===== src/rtl/tff_seq_if.sv =====
// Command/response bundle between the register interface (master) and the tff_seq sequencer (slave).
interface tff_seq_if #(
    parameter int LEN_W = 8,
    parameter int CW    = 4
);
    logic             cmd_valid;
    logic             cmd_ready;
    logic             cmd_op;
    logic [LEN_W-1:0] cmd_len;
    logic             rsp_valid;
    logic [LEN_W-1:0] rsp_len;
    logic [CW-1:0]    rsp_carries;

    modport master (
        output cmd_valid, cmd_op, cmd_len,
        input  cmd_ready, rsp_valid, rsp_len, rsp_carries
    );

    modport slave (
        input  cmd_valid, cmd_op, cmd_len,
        output cmd_ready, rsp_valid, rsp_len, rsp_carries
    );
endinterface


===== src/rtl/tff_seq.sv =====
// Sequencer driving WE/RE/rstb of one tff delay-line cell, measuring replayed pulses and carry events.
// Optional TFF_SEQ_SHADOW_EN adds a shadow write accumulator and the shadow_err consistency flag.
module tff_seq #(
    parameter int RING_SEGS = 59,
    parameter int LEN_W     = 8,
    parameter int CW        = 4
) (
    input  logic      clk,
    input  logic      rst,
    tff_seq_if.slave  cmd,
    output logic      tff_we,
    output logic      tff_re,
    output logic      tff_rstb,
    input  logic      tff_out,
    input  logic      tff_carry,
    output logic      busy
`ifdef TFF_SEQ_SHADOW_EN
    ,
    output logic      shadow_err
`endif
);

    typedef enum logic [2:0] {IDLE, WRITE, WGAP, READ, CLEAR} state_t;

    localparam logic [LEN_W-1:0] RING_LEN = LEN_W'(RING_SEGS);
    localparam logic [LEN_W-1:0] LEN_ONE  = LEN_W'(1);
    localparam logic [LEN_W-1:0] LEN_MAX  = '1;
    localparam logic [CW-1:0]    CW_ONE   = CW'(1);
    localparam logic [CW-1:0]    CW_MAX   = '1;

    state_t           state_q, state_d;
    logic [LEN_W-1:0] cnt_q, cnt_d;
    logic [LEN_W-1:0] len_q, len_d;
    logic [CW-1:0]    carries_q, carries_d;
    logic             init_q;
    logic             ready_q;
    logic             rsp_valid_q;
    logic             carry_s1, carry_s2;
    logic             carry_edge;
    logic             handshake;
    logic             we_d, re_d, rstb_d, ready_d, busy_d, rsp_valid_d;

    assign handshake       = cmd.cmd_valid && ready_q;
    assign carry_edge      = carry_s1 && !carry_s2;
    assign cmd.cmd_ready   = ready_q;
    assign cmd.rsp_valid   = rsp_valid_q;
    assign cmd.rsp_len     = len_q;
    assign cmd.rsp_carries = carries_q;

    // init_q forces one CLEAR pass after every reset so the cell starts empty.
    always_ff @(posedge clk or posedge rst) begin
        if (rst) begin
            state_q <= IDLE;
            cnt_q   <= '0;
            init_q  <= 1'b1;
        end else begin
            state_q <= state_d;
            cnt_q   <= cnt_d;
            init_q  <= 1'b0;
        end
    end

    always_comb begin
        state_d = state_q;
        cnt_d   = cnt_q;
        case (state_q)
            IDLE: begin
                if (init_q) begin
                    state_d = CLEAR;
                end else if (handshake) begin
                    if (cmd.cmd_op) begin
                        state_d = READ;
                        cnt_d   = RING_LEN;
                    end else if (cmd.cmd_len == '0) begin
                        state_d = WGAP;
                    end else begin
                        state_d = WRITE;
                        cnt_d   = cmd.cmd_len;
                    end
                end
            end
            WRITE: begin
                cnt_d = cnt_q - LEN_ONE;
                if (cnt_q == LEN_ONE) state_d = WGAP;
            end
            WGAP:  state_d = IDLE;
            READ: begin
                cnt_d = cnt_q - LEN_ONE;
                if (cnt_q == LEN_ONE) state_d = CLEAR;
            end
            CLEAR: state_d = IDLE;
            default: state_d = IDLE;
        endcase
    end

    // Pins are decoded from the next state and registered, so they follow the state by one edge cleanly.
    always_comb begin
        we_d        = (state_d == WRITE);
        re_d        = (state_d == READ);
        rstb_d      = (state_d != CLEAR);
        ready_d     = (state_d == IDLE);
        busy_d      = (state_d != IDLE);
        rsp_valid_d = (state_d == CLEAR) && (state_q == READ);
    end

    always_ff @(posedge clk or posedge rst) begin
        if (rst) begin
            tff_we      <= 1'b0;
            tff_re      <= 1'b0;
            tff_rstb    <= 1'b0;
            ready_q     <= 1'b0;
            busy        <= 1'b0;
            rsp_valid_q <= 1'b0;
        end else begin
            tff_we      <= we_d;
            tff_re      <= re_d;
            tff_rstb    <= rstb_d;
            ready_q     <= ready_d;
            busy        <= busy_d;
            rsp_valid_q <= rsp_valid_d;
        end
    end

    always_comb begin
        len_d = len_q;
        if (handshake && cmd.cmd_op) begin
            len_d = '0;
        end else if (state_q == READ && tff_out && len_q != LEN_MAX) begin
            len_d = len_q + LEN_ONE;
        end
    end

    // Carry edges seen during CLEAR are dropped; the counter restarts from zero.
    always_comb begin
        carries_d = carries_q;
        if (state_q == CLEAR) begin
            carries_d = '0;
        end else if (carry_edge && carries_q != CW_MAX) begin
            carries_d = carries_q + CW_ONE;
        end
    end

    always_ff @(posedge clk or posedge rst) begin
        if (rst) begin
            len_q     <= '0;
            carries_q <= '0;
            carry_s1  <= 1'b0;
            carry_s2  <= 1'b0;
        end else begin
            len_q     <= len_d;
            carries_q <= carries_d;
            carry_s1  <= tff_carry;
            carry_s2  <= carry_s1;
        end
    end

`ifdef TFF_SEQ_SHADOW_EN
    logic [LEN_W-1:0] shadow_acc;
    logic [CW-1:0]    shadow_wraps;

    // Mirrors the cell position by counting WE cycles, wrapping at the ring length.
    always_ff @(posedge clk or posedge rst) begin
        if (rst) begin
            shadow_acc   <= '0;
            shadow_wraps <= '0;
        end else if (state_q == CLEAR) begin
            shadow_acc   <= '0;
            shadow_wraps <= '0;
        end else if (state_q == WRITE) begin
            if (shadow_acc == RING_LEN - LEN_ONE) begin
                shadow_acc <= '0;
                if (shadow_wraps != CW_MAX) shadow_wraps <= shadow_wraps + CW_ONE;
            end else begin
                shadow_acc <= shadow_acc + LEN_ONE;
            end
        end
    end

    always_ff @(posedge clk or posedge rst) begin
        if (rst) begin
            shadow_err <= 1'b0;
        end else if (rsp_valid_d) begin
            shadow_err <= (len_d != shadow_acc) || (carries_d != shadow_wraps);
        end
    end
`endif

endmodule


===== src/flat_wrapper.sv =====
// flat-port wrapper written by rule: the top's interface ports become plain ports
module tff_seq_flat 
#(
    parameter int RING_SEGS = 59,
    parameter int LEN_W     = 8,
    parameter int CW        = 4
)
  (clk, rst, tff_we, tff_re, tff_rstb, tff_out, tff_carry, busy, cmd_cmd_valid, cmd_cmd_op, cmd_cmd_len, cmd_cmd_ready, cmd_rsp_valid, cmd_rsp_len, cmd_rsp_carries);
  tff_seq_if #(.LEN_W(LEN_W), .CW(CW)) cmd_i ();
  input  logic clk;
  input  logic rst;
  output logic tff_we;
  output logic tff_re;
  output logic tff_rstb;
  input  logic tff_out;
  input  logic tff_carry;
  output logic busy;
  input wire logic [$bits(cmd_i.cmd_valid)-1:0] cmd_cmd_valid;
  input wire logic [$bits(cmd_i.cmd_op)-1:0] cmd_cmd_op;
  input wire logic [$bits(cmd_i.cmd_len)-1:0] cmd_cmd_len;
  output wire logic [$bits(cmd_i.cmd_ready)-1:0] cmd_cmd_ready;
  output wire logic [$bits(cmd_i.rsp_valid)-1:0] cmd_rsp_valid;
  output wire logic [$bits(cmd_i.rsp_len)-1:0] cmd_rsp_len;
  output wire logic [$bits(cmd_i.rsp_carries)-1:0] cmd_rsp_carries;
  assign cmd_i.cmd_valid = cmd_cmd_valid;
  assign cmd_i.cmd_op = cmd_cmd_op;
  assign cmd_i.cmd_len = cmd_cmd_len;
  assign cmd_cmd_ready = cmd_i.cmd_ready;
  assign cmd_rsp_valid = cmd_i.rsp_valid;
  assign cmd_rsp_len = cmd_i.rsp_len;
  assign cmd_rsp_carries = cmd_i.rsp_carries;
  tff_seq #(.RING_SEGS(RING_SEGS), .LEN_W(LEN_W), .CW(CW)) u_core (.clk(clk), .rst(rst), .cmd(cmd_i), .tff_we(tff_we), .tff_re(tff_re), .tff_rstb(tff_rstb), .tff_out(tff_out), .tff_carry(tff_carry), .busy(busy));
endmodule

===== config.mk =====
export PLATFORM = sky130hd
export DESIGN_NAME = tff_seq_flat
export DESIGN_NICKNAME = d
export VERILOG_FILES = /design/src/rtl/tff_seq_if.sv /design/src/rtl/tff_seq.sv /design/src/flat_wrapper.sv
export SDC_FILE = /design/constraint.sdc
export NUM_CORES = 1
export LEC_CHECK = 0
export CORE_ASPECT_RATIO = 0.5
export CORE_UTILIZATION = 31
export DETAILED_ROUTE_END_ITERATION = 10
export PLACE_DENSITY = 0.57
export SLEW_MARGIN = 20
export SYNTH_ARGS = -nofsm -noshare
export SYNTH_HDL_FRONTEND = slang
export SYNTH_SLANG_ARGS = --single-unit

===== constraint.sdc =====
create_clock -name clk -period 1.6 [get_ports clk]
set_input_delay 0.32 -clock clk [delete_from_list [all_inputs] [get_ports clk]]
set_output_delay 0.32 -clock clk [all_outputs]
set_load 0.01 [all_outputs]

==> impl_metrics.csv, run 1 <==
group,metric,value,unit
synth,synth_cells,167,
sta,hold_viol_final,0,
sta,fin_ws,-126,ps
run,cap_violations,0,
global_routing,grt_util_all_layers,16.2,%
floorplanning,fp.dieH,53.9,um
floorplanning,io_pins,32,
layout,final_util,49.5,%
setup_path,critPathMaxFanout,4,
setup_path,required,1770,ps
clocking,htreeDepth,2,
setup_path,worstSetupPathDepth,5,
setup_path,rr_worst_depth,5,
synth,synth-edff-count,0,
setup_path,crit_family,"simple AND/OR/NAND/NOR gates",
synth,seq_area_frac_synth,47.9,%
power_and_ir_drop,pwr-share-clk,19.3,%
setup_path,critPathBufInv,2,
setup_path,cp-start-kind,"flop",
placed_design,hpwl,3.10,mm
layout,n_antenna_cell,0,
synth,ys_ff_latch,32,
drt,drt_first_pass_iters,4,
power_and_ir_drop,peakVddDrop,0.358,mV
floorplanning,start_util,33.0,%
setup_path,path_cells,"or4_4 > nor4b_4 > buf_4 > buf_4 > o22ai_1",
synth,yosys_warnings,0,
drt,num_vias,1564,
floorplanning,dieArea,0.00571,sq mm
power_and_ir_drop,power.density,1230,mW/mm^2
power_and_ir_drop,p_int,0.00200,W
sta,fin_crit,1730,ps
floorplanning,core,0.00507,sq mm
setup_path,crit_top_cell,"buf_4",
global_routing,grt_max_degree,33,
floorplanning,die_x,106,um
clocking,numCtsBuffers,5,
synth,synth.distinct_cells,46,
power_and_ir_drop,p_sw_share,35.2,%
sta,tns,-713,ps
sta,skew,3.35,ps
run_status,violations,"setup timing",
sta,fmaxAchievable,579,MHz
clocking,cts.path.max_buffers,2,
drt,drt_iter0_drc,59,
clocking,clk_latency,290,ps
drt,avgRoutedWirePerCell,13.7,um
hold_path,hold_path_class,"input port to async pin",
placed_design,portBuffers,31,
clocking,tritoncts,"yes",
setup_path,max_stage_delay,590,ps
power_and_ir_drop,pwr-share-comb,42.1,%
layout,layout.nets,259,
setup_path,cp_slowest_cell,"or4_4",
power_and_ir_drop,pwr-share-seq,38.6,%
clocking,ctsHoldBuffers,0,
synth,synthArstFlopShare,100,%
clocking,clk_pin_slew,70,ps
global_routing,overflow,0,
power_and_ir_drop,p_leak,1.15,nW
synth,postSynthNetCount,185,
sta,finalSetupViolCount,9,
global_routing,grt_pass1_vias,1493,
sta,maxSlewViolCount,0,
layout,drive_gt1_share,28.6,%
sta,rsz0062_at_grt,"yes",
placed_design,gp_congestion,0.782,
synth,synth_ff_type,"dfrtp_1",
floorplanning,rows,18,
layout,synthToLayoutAreaGrowth,49.9,%
drt,drcViolationCount,0,
clocking,cts_sinks,32,
clocking,root_buffer,"clkbuf_8",
drt,drt_wl_total,4.27,mm
synth,syn_avg_cell_area,10.0,sq um
power_and_ir_drop,switching_power,0.00109,W
run_status,status,"finished with violations",
synth,syn_area,0.00167,sq mm
setup_path,endpoint_kind,"flop",
drt,drtAntennaViolNets,0,
setup_path,criticalPathCategory,"flop to flop",
global_routing,antenna_found_initial,0,
global_routing,grt_pass1_wl,6.86,mm
placed_design,post-place-ws,-520,ps
sta,min_period_over_period,108,%
drt,vias_per_cell,5.03,
setup_path,critical_path_arrival,1890,ps
## cell usage after synthesis (all sizes together), types with 2 or more instances
| cell type | instances | area share, % |
|---|---|---|
| dfrtp | 31 | 46 |
| nor2 | 18 | 4.0 |
| nand2 | 10 | 2.2 |
| a21oi | 8 | 2.6 |
| inv | 6 | 1.3 |
| nor3 | 6 | 1.8 |
| o21ai | 6 | 1.8 |
| clkbuf | 5 | 1.1 |
| nand3 | 5 | 1.5 |
| or3 | 5 | 1.9 |
| xor2 | 5 | 2.6 |
| ha | 4 | 3.0 |
| mux2i | 4 | 2.4 |
| nor4 | 4 | 1.9 |
| xnor2 | 4 | 2.1 |
| a221o | 3 | 1.8 |
| and3 | 3 | 1.1 |
| nand2b | 3 | 1.1 |
| nand4 | 3 | 1.1 |
| o22ai | 3 | 1.1 |
| o41ai | 3 | 1.6 |
| or4 | 3 | 1.6 |
| and4 | 2 | 1.0 |
| nand4b | 2 | 1.0 |
| o211ai | 2 | 0.90 |
| o221a | 2 | 1.3 |
| o31ai | 2 | 0.90 |
## routing by layer
layer	global-route usage [%]	share of wire, %	vias to the layer above
li1	-	-	767
met1	20.3	48	751
met3	4.00	4.1	6
met4	6.71	1.4	0
met2	27.8	46	40
met5	0	0	-
## metrics by stage
step | total power (W) | hold WS (ps) | std cells | cell area [sq um]
floorplan | 0.00185 | 351 | 167 | 1710
global placement | 0.00240 | 391 | 298 | 2360
detailed placement | 0.00242 | 394 | 298 | 2360
CTS | 0.00305 | 393 | 307 | 2460
global route | 0.00329 | 413 | 311 | 2510
finish | 0.00309 | 387 | 311 | 2510
## path summary, 6_finish.rpt
check	startpoint	endpoint	slack, ps
worst max-delay path	u_core.cnt_q[2]	u_core.state_q[0]	-130
worst min-delay path	rst	u_core.cmd.cmd_ready	390
worst max register to register	u_core.cnt_q[2]	u_core.state_q[0]	-130
worst min register to register	u_core.carry_s1	u_core.carry_s2	410
max in group asynchronous	rst	u_core.init_q	980
min in group clk	u_core.carry_s1	u_core.carry_s2	410
## power groups by stage
| stage | Combinational (W) | Clock, W | Sequential, W |
|---|---|---|---|
| 4_1_cts | 0.00123 | 0.000617 | 0.00120 |
| 5_1_grt | 0.00141 | 0.000657 | 0.00122 |
| 3_5_place_dp | 0.00121 | 0 | 0.00122 |
| 3_3_place_gp | 0.00119 | 0 | 0.00121 |
| 2_1_floorplan | 0.000607 | 0 | 0.00125 |
| 6_report | 0.00130 | 0.000597 | 0.00119 |
## tightest hold or removal path: cells and delay by family
family	cells	cell delay, ps
buffers and inverters	3	710
## what timing repair did
action,in CTS,in global routing
gates resized for setup,19,7
endpoints found under the setup margin,20,19
buffers inserted,2,4
pin swaps,9,1
## layout make-up
| class | instances | area [sq um] |
|---|---|---|
| sequential | 32 | 805 |
| timing repair buffer | 73 | 629 |
| multi-input combinational | 123 | 886 |
| inverter | 6 | 22.5 |
| clock buffer | 6 | 72.6 |
| tap | 70 | 87.6 |
| fill | 475 | 2560 |
| clock inverter | 1 | 5.00 |
## cell families (layout without fill, tap and decap cells)
group	after synthesis	after routing	synth area share [%]
xor gates and xnor gates	9	9	4.71
DFF	32	32	47.9
AOI/OAI and AO/OA	34	34	14.6
muxes	4	4	2.39
buffers and inverters	12	86	2.77
and+or+nand+nor	71	71	24.4
other	1	1	0.224
adders and majority gates	4	4	2.99
## cell usage in the layout (no fill, tap or decap), drive strengths merged, types with 4 or more instances in the layout
| cell type | netlist | layout |
|---|---|---|
| o21ai | 6 | 6 |
| dlygate4sd2 | 0 | 11 |
| clkbuf | 5 | 6 |
| dfrtp | 31 | 31 |
| inv | 6 | 6 |
| buf | 1 | 42 |
| nor2 | 18 | 18 |
| nor3 | 6 | 6 |
| nor4 | 4 | 4 |
| xor2 | 5 | 5 |
| a21oi | 8 | 8 |
| ha | 4 | 4 |
| or3 | 5 | 5 |
| nand2 | 10 | 10 |
| xnor2 | 4 | 4 |
| clkdlybuf4s50 | 0 | 16 |
| nand3 | 5 | 5 |
| mux2i | 4 | 4 |
## sequential cells by signal, indices dropped and copies added (netlist names)
name                    flops
u_core.cmd.rsp_valid        1
u_core.state_q              3
u_core.cnt_q                8
u_core.busy                 1
u_core.init_q               1
u_core.tff_rstb             1
u_core.cmd.cmd_ready        1
u_core.cmd.rsp_len          8
u_core.tff_re               1
u_core.cmd.rsp_carries      4
u_core.tff_we               1
u_core.carry_s1             1
u_core.carry_s2             1
No activity file was read; power rests on OpenSTA's default activity.
==> run 2: changes to the inputs <==
Settings changed: HOLD_SLACK_MARGIN set to 0.15.
==> results of run 2 <==
The final DEF is identical to that of run 1; final timing and power are the same.
==> run 3: changes to the inputs <==
Settings changed: SKIP_LAST_GASP set to 1.
==> results of run 3 <==
The final DEF is identical to that of run 1; final timing and power are the same.
